<file path="src/rtl/decoder_pkg.sv">
// decoder_pkg: shared types, constants and helpers for the registered one-hot
// select generator (decoder_seq) and its decoder sub-module (onehot_dec).
package decoder_pkg;

    // Widest index supported by the shared onehot() helper.
    localparam int unsigned MAX_SEL_W = 6;
    localparam int unsigned MAX_OUT_W = 1 << MAX_SEL_W;

    // Scan direction encodings for dir_i.
    localparam logic DIR_UP = 1'b0;
    localparam logic DIR_DN = 1'b1;

    typedef enum logic [1:0] {
        IDLE = 2'd0,
        HOLD = 2'd1,
        SCAN = 2'd2
    } state_e;

    // One-hot encode an index at the widest supported width; callers truncate.
    function automatic logic [MAX_OUT_W-1:0] onehot(input logic [MAX_SEL_W-1:0] idx);
        onehot = MAX_OUT_W'(1) << idx;
    endfunction

endpackage : decoder_pkg

</file>
<file path="src/rtl/decoder_seq_onehot_dec.sv">
// onehot_dec: combinational SEL_W -> 2**SEL_W one-hot decoder with enable.
// Ports:
//   en_i   - decoder enable; low forces an all-zero output
//   idx_i  - binary index
//   x_o    - one-hot word, bit idx_i set when enabled
module onehot_dec
    import decoder_pkg::*;
#(
    parameter int unsigned SEL_W = 3
) (
    input  logic                  en_i,
    input  logic [SEL_W-1:0]      idx_i,
    output logic [(1<<SEL_W)-1:0] x_o
);

    localparam int unsigned OUT_W = 1 << SEL_W;

    logic [MAX_OUT_W-1:0] full_c;

    // Decode at the package width, then keep only the low OUT_W lines.
    always_comb begin
        full_c = onehot(MAX_SEL_W'(idx_i));
        x_o    = en_i ? full_c[OUT_W-1:0] : '0;
    end

endmodule : onehot_dec

</file>
<file path="src/rtl/decoder_seq.sv">
// decoder_seq: registered one-hot select generator. A binary index is either
// loaded and held, or stepped as a wrapping up/down scan over [0, LAST].
// Ports:
//   clk           - clock, rising edge
//   rst_n         - asynchronous active-low reset
//   en_i          - block enable; low forces IDLE and clears the select
//   load_valid_i  - load request
//   load_ready_o  - load acceptance (combinational copy of en_i)
//   sel_i         - index to load
//   scan_i        - sampled with a load: 1 = SCAN mode, 0 = HOLD mode
//   dir_i         - scan direction: 0 up, 1 down
//   step_i        - advance the scan by one position
//   x_o           - registered one-hot select (zero when inactive)
//   idx_o         - registered current index
//   active_o      - registered, high in HOLD or SCAN
//   wrap_o        - registered one-cycle pulse on a scan wrap
//   err_o         - registered one-cycle pulse on an out-of-range load
module decoder_seq
    import decoder_pkg::*;
#(
    parameter int unsigned SEL_W = 3,
    parameter int unsigned LAST  = (1 << SEL_W) - 1
) (
    input  logic                  clk,
    input  logic                  rst_n,
    input  logic                  en_i,
    input  logic                  load_valid_i,
    output logic                  load_ready_o,
    input  logic [SEL_W-1:0]      sel_i,
    input  logic                  scan_i,
    input  logic                  dir_i,
    input  logic                  step_i,
    output logic [(1<<SEL_W)-1:0] x_o,
    output logic [SEL_W-1:0]      idx_o,
    output logic                  active_o,
    output logic                  wrap_o,
    output logic                  err_o
);

    localparam int unsigned OUT_W   = 1 << SEL_W;
    localparam logic [SEL_W-1:0] LAST_IDX = SEL_W'(LAST);

    state_e             state_q, state_d;
    logic [SEL_W-1:0]   idx_q, idx_d;
    logic [OUT_W-1:0]   x_q, x_d;
    logic               active_q, active_d;
    logic               wrap_q, wrap_d;
    logic               err_q, err_d;

    assign load_ready_o = en_i;

    // Next-state: enable gate, then load (wins over step), then scan step.
    always_comb begin
        state_d = state_q;
        idx_d   = idx_q;
        wrap_d  = 1'b0;
        err_d   = 1'b0;

        if (!en_i) begin
            state_d = IDLE;
            idx_d   = '0;
        end else if (load_valid_i) begin
            if (sel_i <= LAST_IDX) begin
                idx_d   = sel_i;
                state_d = scan_i ? SCAN : HOLD;
            end else begin
                err_d = 1'b1;
            end
        end else if (state_q == SCAN && step_i) begin
            if (dir_i == DIR_UP) begin
                if (idx_q == LAST_IDX) begin
                    idx_d  = '0;
                    wrap_d = 1'b1;
                end else begin
                    idx_d = idx_q + SEL_W'(1);
                end
            end else begin
                if (idx_q == '0) begin
                    idx_d  = LAST_IDX;
                    wrap_d = 1'b1;
                end else begin
                    idx_d = idx_q - SEL_W'(1);
                end
            end
        end

        active_d = (state_d != IDLE);
    end

    // Decode the next-state index so x_o moves on the same edge as idx_o.
    onehot_dec #(
        .SEL_W (SEL_W)
    ) u_dec (
        .en_i  (active_d),
        .idx_i (idx_d),
        .x_o   (x_d)
    );

    always_ff @(posedge clk or negedge rst_n) begin
        if (!rst_n) begin
            state_q  <= IDLE;
            idx_q    <= '0;
            x_q      <= '0;
            active_q <= 1'b0;
            wrap_q   <= 1'b0;
            err_q    <= 1'b0;
        end else begin
            state_q  <= state_d;
            idx_q    <= idx_d;
            x_q      <= x_d;
            active_q <= active_d;
            wrap_q   <= wrap_d;
            err_q    <= err_d;
        end
    end

    assign x_o      = x_q;
    assign idx_o    = idx_q;
    assign active_o = active_q;
    assign wrap_o   = wrap_q;
    assign err_o    = err_q;

endmodule : decoder_seq
</file>
<file path="config.mk">
export PLATFORM = sky130hd
export DESIGN_NAME = decoder_seq
export DESIGN_NICKNAME = d
export VERILOG_FILES = /design/src/rtl/decoder_pkg.sv /design/src/rtl/decoder_seq_onehot_dec.sv /design/src/rtl/decoder_seq.sv
export SDC_FILE = /design/constraint.sdc
export NUM_CORES = 1
export LEC_CHECK = 0
export ABC_AREA = 1
export CAP_MARGIN = 20
export CORE_AREA = 2 2 47 49
export CTS_BUF_LIST = sky130_fd_sc_hd__clkbuf_8
export CTS_CLUSTER_DIAMETER = 100
export DETAILED_ROUTE_END_ITERATION = 12
export DIE_AREA = 0 0 49 51
export PLACE_DENSITY = 0.75
export SLEW_MARGIN = 20
export SYNTH_ARGS = -nofsm -noshare
export SYNTH_HDL_FRONTEND = slang
export SYNTH_SLANG_ARGS = --single-unit
export TNS_END_PERCENT = 10
</file>
<file path="constraint.sdc">
create_clock -name clk -period 1.48 [get_ports clk]
set_input_delay 0.37 -clock clk [delete_from_list [all_inputs] [get_ports clk]]
set_output_delay 0.37 -clock clk [all_outputs]
set_load 0.02 [all_outputs]
</file>
==> results of run 1 <==
stage by stage:
stage	instance area (um^2)	hold WS [ns]
floorplan	792	0.0744
global placement	1130	0.570
detailed placement	1130	0.574
CTS	1180	0.443
global route	1310	0.469
finish	1310	0.437
logic make-up after synthesis:
family | Yosys count | synth area share
DFF | 16 | 0.510
and+or+nand+nor | 47 | 0.253
buffers and inverters | 12 | 0.0621
AOI/OAI and AO/OA | 11 | 0.107
adders and majority gates | 4 | 0.0637
other | 1 | 0.00477
placed cells by master, fill, tap and decap left out:
master and n:
nor2_4 1, nand2_2 6, buf_2 1, dfrtp_2 3
nand2_4 1, ha_4 4, nor3_1 1, o21ai_2 2
a21oi_2 3, inv_1 6, conb_1 1, o211ai_1 1
inv_2 5, nand3_4 1, buf_4 13, dfrtp_1 13
o21ai_1 1, a21oi_1 2, a31oi_4 1, clkbuf_8 4
o21bai_1 1, nand3_2 2, nor2_2 9, nor2_1 8
clkdlybuf4s50_1 9, dlygate4sd2_1 14, nand2_1 18
power by group through the flow:
stage | Sequential, mW | Clock [mW] | Combinational (mW)
CTS | 0.469 | 0.382 | 0.215
detailed placement | 0.478 | 0 | 0.223
finish | 0.473 | 0.377 | 0.266
floorplan | 0.497 | 0 | 0.0928
global placement | 0.478 | 0 | 0.216
global route | 0.476 | 0.404 | 0.288
synth_stat cells:
| cell | instances |
|---|---|
| nand2_1 | 24 |
| dfrtp_1 | 16 |
| nor2_1 | 16 |
| inv_1 | 9 |
| ha_1 | 4 |
| a21oi_1 | 3 |
| a21oi_2 | 2 |
| inv_2 | 2 |
| nand3_2 | 2 |
| nor2_2 | 2 |
| o21ai_1 | 2 |
| a31oi_4 | 1 |
| buf_4 | 1 |
| conb_1 | 1 |
| nand2_2 | 1 |
| nand3_1 | 1 |
| nor3_1 | 1 |
| o211ai_1 | 1 |
| o21ai_0 | 1 |
| o21bai_1 | 1 |
routing by layer:
metal  routed length, um  up-vias  share of wire
li1                    -      361              -
met1                 815      358           0.41
met2                1090       19           0.55
met3                  75        2          0.038
met4                  12        0         0.0060
met5                   0        -              0
critical path: cells and delay by family, from the launching register on:
kind,cells,cell delay [ns]
fa+ha+maj,2,0.44
flops,1,0.45
simple gates,7,0.62
flip-flops by register name (all words and copies together), names as in the netlist:
register  cells
x_o           8
idx_o         3
err_o         1
active_o      1
state_q       2
wrap_o        1
how the worst min path moves through the flow:
stage	to	depth (start not counted)
2_1_floorplan	active_o$_DFF_PN0_	0
3_3_place_gp	state_q[0]$_DFF_PN0_	2
3_5_place_dp	state_q[0]$_DFF_PN0_	2
4_1_cts	err_o$_DFF_PN0_	2
5_1_grt	err_o$_DFF_PN0_	2
6_report	x_o[7]$_DFF_PN0_	2
final cells by class:
cell class	count	share of cell area
inverter	11	0.0316
timing repair buffer	37	0.241
multi-input combinational	63	0.349
clock buffer	4	0.0421
sequential	16	0.309
tap	28	0.0268
what timing repair did:
item,CTS,global route
pin swaps,4,14
resized for setup,20,29
endpoints found under the setup margin,23,10
hold buffers,0,0
buffers inserted,0,3
gates cloned,0,0
==> flow_summary.toml, run 1 <==
[timing]
tns_ns = -0.845
hold_viol = 0
slew_viol_final = 0
max_freq_ghz = 0.616
setup_viol = 8
finalWorstSetupSlack_ns = -0.143
rsz0062_at_grt = "true"
fin_skew_ns = 0.00275
period_minus_slack_ns = 1.62
fin_crit_sh = 1.10

[placement]
dp_slack_ns = -0.329
placed_cells = 152
port_buffers = 24
gp_congestion = 0.753
hpwlAfterDp_mm = 1.27

[drt]
first_pass_iters = 4
drc_errors = 0
avgRoutedWirePerCell_um = 12.6
ant_nets = 0
num_vias = 740
wirelength_mm = 2.00
avgViaCountPerCell = 4.65
drt_iter0_markers = 19

[global_routing]
busiest_layer = "met2"
overflow = 0
grt.total_usage = 0.148
gr-usage-met1 = 0.167
grt_max_degree = 17
met2_usage = 0.281
grt_pass1_vias = 678
use_met3 = 0.0292
antenna_found_initial = 0
grt_first_pass_wirelength_mm = 2.84

[job]
max_cap_viol_count = 0

[clocking]
cts_tree = "yes"
cts.sinks = 16
clkLatencyLatePin_ns = 0.24
clockBufferDepth = 2
cts_buffers = 3
htreeDepth = 1
clk_pin_slew_worst_paths_ns = 0.06
root_buffer = "clkbuf_8"

[pwr]
power.density_nw_per_um2 = 855
swShare = 0.275
combPwrFrac = 0.238
p_int_mw = 0.809
p_total_mw = 1.12
peakVddDrop_v = 0.000627
p_switching_mw = 0.307
p_seq_frac = 0.424
power_leakage_nw = 0.647
p_clk_frac = 0.338

[synth]
seq_area_frac_synth = 0.510
synth_area_um2 = 786
ys.warnings.count = 0
synth.largest_area_cell = "dfrtp_1"
synth_nets = 105
ys_ff_latch = 16
netlist_top_cells_area = "dfrtp_1 (51%), nand2_1 (11%), nor2_1 (7.6%)"
yosysTopAreaCellShare = 0.510
synth_area_per_cell_um2 = 8.63
ys_types = 20
synthCells = 91

[finish]
drive_gt1_frac = 0.427
final_cells = 159
fin_util = 0.633
layout.nets = 146
multiInputGateArea_um2 = 455
antenna_cells = 0
fill_cells = 175
seqCellArea_um2 = 404
area_delta_synth_final_pct = 66.2

[worst_setup_path]
crit_arrival_ns = 1.76
max_stage_delay_ns = 0.45
r2r_end = "x_o[2]$_DFF_PN0_"
end_kind = "register"
criticalPathCategory = "reg2reg"
crit_chain = "ha_4 -> ha_4 -> nor2_2 -> nor2_1 -> nand2_1 -> nand2_2 -> nand2_2 -> nand2_4 -> nor2_1"
worst_ep_required_time_ns = 1.61
start_kind = "register"
cp_slowest_cell = "dfrtp_2"
startpoint = "idx_o[1]$_DFF_PN0_"
r2r_setup_slack_ns = -0.14
reg2reg_depth = 9
r2r-start = "idx_o[1]$_DFF_PN0_"
crit_fanout = 4
critPathCapture = "x_o[2]$_DFF_PN0_"

[floorplanning]
fp.dieArea_um2 = 2500
ios = 25
dieHeight_um = 51
rows = 17
core-area_um2 = 2060
die_x_um = 49
start_util = 0.381

[min_path]
hp-class = "in2async"

[run_status]
violations = "negative setup slack"
run_status = "finished with violations"
No activity file was read; power rests on OpenSTA's default activity.
==> run 2, diff against run 1 <==
--- a/config.mk
+++ b/config.mk
@@ -7,12 +7,11 @@
 export LEC_CHECK = 0
 export ABC_AREA = 1
 export CAP_MARGIN = 20
-export CORE_AREA = 2 2 47 49
-export CTS_BUF_LIST = sky130_fd_sc_hd__clkbuf_8
+export CORE_AREA = 2 2 48 50
 export CTS_CLUSTER_DIAMETER = 100
 export DETAILED_ROUTE_END_ITERATION = 12
-export DIE_AREA = 0 0 49 51
-export PLACE_DENSITY = 0.75
+export DIE_AREA = 0 0 50 52
+export PLACE_DENSITY = 0.72
 export SLEW_MARGIN = 20
 export SYNTH_ARGS = -nofsm -noshare
 export SYNTH_HDL_FRONTEND = slang
==> run 2 against run 1 <==
The run still ends with negative setup slack left. Sequential power about the same. Setup slack improved by 0.14 ns. Clock skew decreased by 0.00060 ns. Global-route usage decreased by 1.7 points. Sequential share of layout area increased by 2.5 points. Register-to-register slack improved by 0.14 ns. Die area increased by 4.0%. Non-clock buffer count unchanged. Core utilization decreased by 5.9 points. Power decreased by 12%. Final cell count unchanged.
==> flow_summary.toml, run 2 (synthesis gave the netlist of run 1 again) <==
[timing]
finalWorstSetupSlack_ns = -0.00248
period_minus_slack_ns = 1.48
fin_crit_sh = 1.00
hold_viol = 0
slew_viol_final = 0
setup_viol = 1
rsz0062_at_grt = "true"
max_freq_ghz = 0.675
fin_skew_ns = 0.00215
hold_ws_ns = 0.386

[clocking]
htreeDepth = 1
clkLatencyLatePin_ns = 0.28
root_buffer = "clkbuf_4"
cts.sinks = 16
clockBufferDepth = 2
clk_pin_slew_worst_paths_ns = 0.10
cts_tree = "yes"
cts_buffers = 3

[worst_setup_path]
r2r_end = "x_o[5]$_DFF_PN0_"
crit_fanout = 4
crit_arrival_ns = 1.70
criticalPathCategory = "reg2reg"
worst_ep_required_time_ns = 1.70
reg2reg_depth = 7
r2r_setup_slack_ns = -0.002
crit_chain = "ha_4 -> ha_4 -> o21ai_2 -> nand3_2 -> a21oi_2 -> nand2_1 -> nor2_1"
startpoint = "idx_o[1]$_DFF_PN0_"
end_kind = "register"
cpMostUsedCell = "ha_4"
max_stage_delay_ns = 0.46
start_kind = "register"
cp_slowest_cell = "dfrtp_2"
r2r-start = "idx_o[1]$_DFF_PN0_"

[pwr]
swShare = 0.282
combPwrFrac = 0.227
p_switching_mw = 0.277
p_int_mw = 0.707
p_seq_frac = 0.479
peakVddDrop_v = 0.000535
p_clk_frac = 0.294
power_leakage_nw = 0.629
power.density_nw_per_um2 = 814

[placement]
port_buffers = 24
placed_cells = 153
gp_congestion = 0.750
hpwlAfterDp_mm = 1.22

[finish]
seqCellArea_um2 = 404
final_cell_mix = "nand2_1 (21), nor2_1 (16), buf_4 (14)"
fin_util = 0.575
antenna_cells = 0
largest_register_ffs = 8
drive_gt1_frac = 0.305
fill_cells = 198
final_common_cell = "nand2_1"
area_delta_synth_final_pct = 54.0
multiInputGateArea_um2 = 378
layout.nets = 146
final_cells = 159

[global_routing]
grt_max_degree = 17
overflow = 0
grt.total_usage = 0.131
antenna_found_initial = 0
met2_usage = 0.254
grt_first_pass_wirelength_mm = 2.62
use_met3 = 0.0172
gr-usage-met1 = 0.140
grt_pass1_vias = 672
busiest_layer = "met2"

[drt]
first_pass_iters = 3
drt_iter0_markers = 11
drc_errors = 0
wirelength_mm = 1.63
ant_nets = 0
avgViaCountPerCell = 4.44
avgRoutedWirePerCell_um = 10.3
num_vias = 706

[floorplanning]
ios = 25
dieHeight_um = 52
core-area_um2 = 2110
die_x_um = 50
start_util = 0.373
rows = 17
fp.dieArea_um2 = 2600

[run_status]
violations = "negative setup slack"
run_status = "finished with violations"

[min_path]
hp-class = "in2async"

[job]
max_cap_viol_count = 0
-- run 2: cell types whose count changed in the layout (fill, tap and decap cells not counted), moves of 3 or more --
cell      change
clkbuf_4      +3
clkbuf_8      -3
nand2_1       +3
nor2_1        +8
nor2_2        -7
-- run 2: what timing repair did --
item	CTS	global route
hold buffers	0	0
resized for setup	19	13
pin swaps	4	10
setup buffers	0	2
gates cloned	0	0
endpoints found under the setup margin	23	10
-- run 2: layer usage --
layer	wire length, um	share of wire
met3	52	0.032
met1	713	0.44
met4	19	0.012
met2	845	0.52
met5	0	0
-- run 2: how the worst max path moves through the flow --
stage	to	slack, ns
CTS	x_o[3]$_DFF_PN0_	-0.07
global placement	load_ready_o	-0.34
global route	x_o[5]$_DFF_PN0_	-0.11
floorplan	x_o[1]$_DFF_PN0_	0.01
finish	x_o[5]$_DFF_PN0_	-0.002
detailed placement	load_ready_o	-0.34
-- run 2: through the flow --
step | setup slack (ns) | setup TNS (ns) | power, mW | instance area (um^2)
6_report | -0.00248 | -0.00248 | 0.984 | 1210
3_3_place_gp | -0.340 | -1.75 | 0.697 | 1140
4_1_cts | -0.0704 | -0.223 | 0.975 | 1160
3_5_place_dp | -0.344 | -1.97 | 0.702 | 1140
5_1_grt | -0.112 | -0.623 | 1.03 | 1210
2_1_floorplan | 0.0101 | 0 | 0.589 | 792
-- run 2: cell type report --
type / instances / share of cell area
flip-flops and latches: 16 / 0.334
well taps: 28 / 0.0290
multi-input cells: 63 / 0.312
repair buffers: 37 / 0.261
inverters: 11 / 0.0341
clock buffers: 4 / 0.0300
-- run 2: power groups by stage --
stage	registers, mW	clock network (mW)	logic (mW)
finish	0.471	0.290	0.223
global route	0.474	0.310	0.245
CTS	0.468	0.293	0.213
detailed placement	0.478	0	0.224
global placement	0.477	0	0.219
floorplan	0.497	0	0.0928
-- run 2: worst max-delay path, delay by kind of cell, from the launching register on --
family          cells  cell delay (ns)
fa+ha+maj           2             0.33
simple gates        3             0.30
flops               1             0.46
compound gates      2             0.33
